`config.mk`:
```
export PLATFORM = sky130hd
export DESIGN_NAME = bus_arbiter
export DESIGN_NICKNAME = d
export VERILOG_FILES = /design/src/rtl/bus_arbiter.sv
export SDC_FILE = /design/constraint.sdc
export NUM_CORES = 1
export LEC_CHECK = 0
export CAP_MARGIN = 20
export CORE_ASPECT_RATIO = 0.9
export CORE_MARGIN = 1
export CORE_UTILIZATION = 45
export CTS_CLUSTER_DIAMETER = 120
export CTS_CLUSTER_SIZE = 28
export DETAILED_ROUTE_END_ITERATION = 8
export PLACE_DENSITY = 0.71
export SYNTH_ARGS = -nofsm -noshare
export SYNTH_HDL_FRONTEND = slang
export SYNTH_SLANG_ARGS = --single-unit
```
`constraint.sdc`:
```
create_clock -name clk -period 1.5 [get_ports clk]
set_input_delay 0.3 -clock clk [delete_from_list [all_inputs] [get_ports clk]]
set_output_delay 0.3 -clock clk [all_outputs]
set_load 0.01 [all_outputs]
```
`src/rtl/bus_arbiter.sv`:
```
`default_nettype none
// ---------------------------------------------------------------------------
// bus_arbiter : round-robin one-hot bus arbiter with turnaround and hold
//               timeout. Optional macro BUS_ARB_PRIO0_EN gives requester 0
//               fixed top priority.
// Revision    : 1.0
// ---------------------------------------------------------------------------
module bus_arbiter #(
  parameter int IDW     = 2,
  parameter int MAXHOLD = 16
) (
  input  logic               clk,
  input  logic               rst,
  input  logic [2**IDW-1:0]  REQ,
  input  logic [2**IDW-1:0]  DONE,
  output logic [2**IDW-1:0]  GNT,
  output logic [IDW-1:0]     OWNER,
  output logic               BUSY,
  output logic               TIMEOUT
);

  localparam int        N         = 2**IDW;
  localparam logic [7:0] HOLD_LAST = 8'(MAXHOLD - 1);

  typedef enum logic [1:0] {
    IDLE  = 2'd0,
    GRANT = 2'd1,
    TURN  = 2'd2
  } state_t;

  state_t         state;
  logic [IDW-1:0] ptr;
  logic [7:0]     cnt;

  logic [N-1:0]   cand;
  logic           win_found;
  logic [IDW-1:0] win_idx;
  logic [IDW-1:0] idx;
  logic           release_hit;
  logic           timeout_hit;
  logic [IDW-1:0] next_ptr;
`ifdef BUS_ARB_PRIO0_EN
  logic           prio0;
`endif

  always_comb begin
    cand      = REQ;
    win_found = 1'b0;
    win_idx   = '0;
    idx       = '0;
`ifdef BUS_ARB_PRIO0_EN
    // Requester 0 sits out the turnaround after its own grant so the others
    // are not starved; it otherwise beats every rotating requester.
    prio0   = cand[0] && !(state == TURN && OWNER == '0);
    cand[0] = 1'b0;
`endif
    // Descending scan: the last hit is the closest to ptr in search order.
    for (int k = N - 1; k >= 0; k--) begin
      idx = ptr + IDW'(k);
      if (cand[idx]) begin
        win_found = 1'b1;
        win_idx   = idx;
      end
    end
`ifdef BUS_ARB_PRIO0_EN
    if (prio0) begin
      win_found = 1'b1;
      win_idx   = '0;
    end
`endif
  end

  always_comb begin
    release_hit = DONE[OWNER] || !REQ[OWNER];
    timeout_hit = (MAXHOLD != 0) && (cnt == HOLD_LAST);
    next_ptr    = OWNER + IDW'(1);
`ifdef BUS_ARB_PRIO0_EN
    if (OWNER == '0) next_ptr = ptr;
`endif
  end

  always_ff @(posedge clk) begin
    if (rst) begin
      state   <= IDLE;
      ptr     <= '0;
      cnt     <= '0;
      GNT     <= '0;
      OWNER   <= '0;
      BUSY    <= 1'b0;
      TIMEOUT <= 1'b0;
    end else begin
      TIMEOUT <= 1'b0;
      case (state)
        IDLE, TURN: begin
          if (win_found) begin
            state <= GRANT;
            GNT   <= {{(N-1){1'b0}}, 1'b1} << win_idx;
            OWNER <= win_idx;
            BUSY  <= 1'b1;
            cnt   <= '0;
          end else begin
            state <= IDLE;
            GNT   <= '0;
            BUSY  <= 1'b0;
          end
        end
        GRANT: begin
          cnt <= cnt + 8'd1;
          if (release_hit || timeout_hit) begin
            state   <= TURN;
            GNT     <= '0;
            ptr     <= next_ptr;
            TIMEOUT <= !release_hit;
          end
        end
        default: begin
          state <= IDLE;
          GNT   <= '0;
          BUSY  <= 1'b0;
        end
      endcase
    end
  end

endmodule
`default_nettype wire

```
==> Flow_metrics.wiki <==
{| class="wikitable"
! Metric !! Value
|-
| Port bufs || 17
|-
| Netlist cell types || 36
|-
| Largest buffer count on any clock path || 2
|-
| CP cell instances || mux4_2 -> or3_4 -> a21oi_2
|-
| First-pass iteration count of the detailed router || 4
|-
| Detailed Route Iter0 Violations || 11
|-
| Unrepaired setup endpoints after global routing || yes
|-
| Count of placed standard cells including taps || approximately 170
|-
| Post-Synthesis Cells || roughly 110
|-
| Clock buffer count from CTS || 3
|-
| Number of H-tree levels || 1
|-
| Final Routed Wirelength || 2380 um
|-
| Post-detailed-placement half-perimeter wirelength || 1730 um
|-
| Number of top-level design ports || 18
|-
| Vias per Instance || 5.42
|-
| Site Rows || 15
|-
| GRT met1 Usage || 0.294
|-
| Tightest Pin Transition || 0.308 ns
|-
| Final-report hold violation count || 0
|-
| First-pass GRT wire length || slightly below 4000 um
|-
| Arrival time of the worst setup path || 1.79 ns
|-
| Most common cell after layout, fill and taps aside || sky130_fd_sc_hd__buf_4
|-
| Period Utilization, post-route || 1.03
|-
| Final setup violation count || 4
|-
| Clock transition at the registers of the reported paths || roughly 0.11 ns
|-
| RePlAce Congestion || 0.844
|-
| Number of global-route vias before repair || 910
|-
| Post-route clock skew || 0.00356 ns
|-
| Delay of the slowest cell on the worst path || 0.58 ns
|-
| Core Area || 1970 um2
|-
| Synthesized flop and latch total || 20
|-
| Total number of vias || 971
|-
| Most utilized layer in the global route result || met2
|-
| GR Util All Layers || 0.235
|-
| Count of max-cap constraint violations || 0
|-
| Hold/Removal Path Class || reg -> reg
|-
| Clock tree from TritonCTS || yes
|-
| Final number of max-transition violations || 0
|-
| Number of nets produced by synthesis || between 100 and 150
|-
| Least setup slack across all paths after layout || -0.0439 ns
|-
| Worst path slowest cell || sky130_fd_sc_hd__mux4_2
|-
| Maximum clock frequency || 648 MHz
|-
| Areal power density over the cells || between 800 and 900 nW/um2
|-
| WL/cell || around 13 um
|-
| Relative area change from synthesis to final layout || 47.0%
|-
| Kind of start point of the critical path || flop
|-
| Critical Path End Type || flop
|-
| Antenna violations before repair || 0
|-
| Count of yosys warnings during synthesis || 0
|-
| Number of standard cells in the layout, taps in and fillers out || 179
|-
| Die Span Y || about 46 um
|-
| Headroom to the max-slew limit || 0.793
|-
| Number of clock sinks || 20
|-
| Endpoint required time on the critical path || approximately 1.8 ns
|-
| Commonest cells after routing, fill and taps aside || sky130_fd_sc_hd__buf_4 (24), sky130_fd_sc_hd__dfxtp_1 (15), sky130_fd_sc_hd__a21oi_1 (13), sky130_fd_sc_hd__dlygate4sd2_1 (13), sky130_fd_sc_hd__nor2_1 (12)
|-
| FILL cells || 166
|-
| Antenna fix cells || 0
|-
| Final Critical Period || 1.54 ns
|-
| Routed Antenna Nets || 0
|-
| Global route overflow || 0
|-
| Post-synthesis average cell area || 8.48 um2
|-
| Worst IR Drop VDD || 687 uV
|-
| Post-synthesis cell area || approximately 970 um2
|-
| Worst skew pair latency || 0.30 ns
|-
| Global-route met3 utilization || 0.0500
|-
| Share of layout cells above drive strength 1 || 0.325
|-
| Result of the run || finished with violations
|-
| Initial standard-cell utilization of the core || 0.491
|-
| Final instance area || roughly 1400 um2
|-
| Sequential area share after synthesis || 0.414
|-
| Number of hold-repair buffers added at the cts stage || 0
|-
| DRC violation count after routing || 0
|-
| Placed Instance Area || 1330 um2
|-
| Die ar. || 2340 um2
|-
| Pin count of the biggest net entering global routing || 12
|-
| Critical path peak fanout || 4
|-
| Setup TNS || -0.156 ns
|-
| GR met2 Demand/Resource || 0.389
|-
| Worst setup path category || reg -> reg
|-
| Leak || 0.617 nW
|-
| Die boundary width || approximately 51 um
|-
| CTS Root Buffer Type || sky130_fd_sc_hd__clkbuf_4
|-
| Violated checks || setup timing
|-
| # nets final || 166
|}
## critical path: cells and delay by family (launching register included)
kind,cells,cell delay [ns]
AO/OA/AOI/OAI,1,0.13
AND/OR/NAND/NOR,1,0.43
flip-flops,1,0.35
multiplexers,1,0.58
## final timing paths
path | to | slack (ns) | cells past startpoint | from
hold reg to reg | BUSY | 0.48 | 2 | BUSY
hold / removal | BUSY | 0.48 | 2 | BUSY
setup reg to reg | state[0] | -0.04 | 3 | OWNER[1]
setup / recovery | state[0] | -0.04 | 3 | OWNER[1]
## cells in the mapped netlist (all sizes together)
| master | instances | share of area |
|---|---|---|
| o21a | 1 | 0.0078 |
| clkbuf | 4 | 0.016 |
| a21oi | 15 | 0.082 |
| and4 | 1 | 0.0091 |
| o21ai | 5 | 0.030 |
| nand4 | 1 | 0.0065 |
| inv | 1 | 0.0039 |
| buf | 2 | 0.017 |
| nand3b | 1 | 0.0078 |
| nand2 | 8 | 0.031 |
| nor3 | 5 | 0.026 |
| nor2 | 14 | 0.054 |
| nand3 | 4 | 0.021 |
| nor3b | 1 | 0.0078 |
| mux4 | 1 | 0.023 |
| ha | 1 | 0.013 |
| nor2b | 2 | 0.013 |
| a32oi | 2 | 0.018 |
| nor4 | 1 | 0.0065 |
| o22a | 1 | 0.010 |
| dfxtp | 20 | 0.41 |
| or3 | 2 | 0.023 |
| or2 | 3 | 0.022 |
| o32ai | 2 | 0.018 |
| mux2i | 2 | 0.021 |
| or4 | 1 | 0.0078 |
| and3 | 1 | 0.0065 |
| o22ai | 1 | 0.0065 |
| xor2 | 2 | 0.018 |
| xnor2 | 1 | 0.0091 |
| nand2b | 7 | 0.045 |
| a31oi | 1 | 0.0065 |
## stage by stage
step | hold WS, ns | setup slack, ns | total power [mW] | util
after global routing | 0.504 | -0.120 | 1.22 | 0.721
after global placement | 0.446 | -0.488 | 0.852 | 0.674
after floorplan | 0.450 | -0.0148 | 0.727 | -
after detailed placement | 0.456 | -0.529 | 0.856 | 0.674
final | 0.476 | -0.0439 | 1.16 | 0.721
after CTS | 0.478 | -0.0728 | 1.16 | 0.711
## what timing repair did
| item | in CTS | in global routing |
|---|---|---|
| setup buffers | 2 | 0 |
| resized for setup | 23 | 6 |
| endpoints found under the setup margin | 25 | 18 |
| pin swaps | 9 | 4 |
## final cells by class
class	count	area [um2]	share of cell area
clock buffer	4	36.3	0.0255
inverter	1	3.75	0.00264
tap	25	31.3	0.0220
timing repair buffer	42	350	0.246
sequential	20	409	0.288
multi-input combinational	87	591	0.415
## cell families after synthesis
logic type / after synthesis / synth area share
buffers and inverters: 7 / 0.0362
and+or+nand+nor: 52 / 0.287
muxes: 3 / 0.0440
DFF: 20 / 0.414
adders and majority gates: 1 / 0.0129
AOI/OAI and AO/OA: 28 / 0.179
xor gates and xnor gates: 3 / 0.0272
## state kept, by name, summed over array words and instances (netlist names)
| register | count |
|---|---|
| ptr | 2 |
| TIMEOUT | 1 |
| state | 2 |
| cnt | 8 |
| GNT | 4 |
| BUSY | 1 |
| OWNER | 2 |
## power breakdown
group / internal, mW / leakage, nW / switching (mW)
clock network: 0.148 / 0.0210 / 0.163
logic: 0.143 / 0.431 / 0.136
registers: 0.557 / 0.166 / 0.0171
## per-layer routing
metal	routed length (um)	vias to the layer above
li1	-	490
met1	1170	447
met2	1050	28
met3	117	6
met4	36	0
met5	0	-
Power figures use the tool's default switching activity.
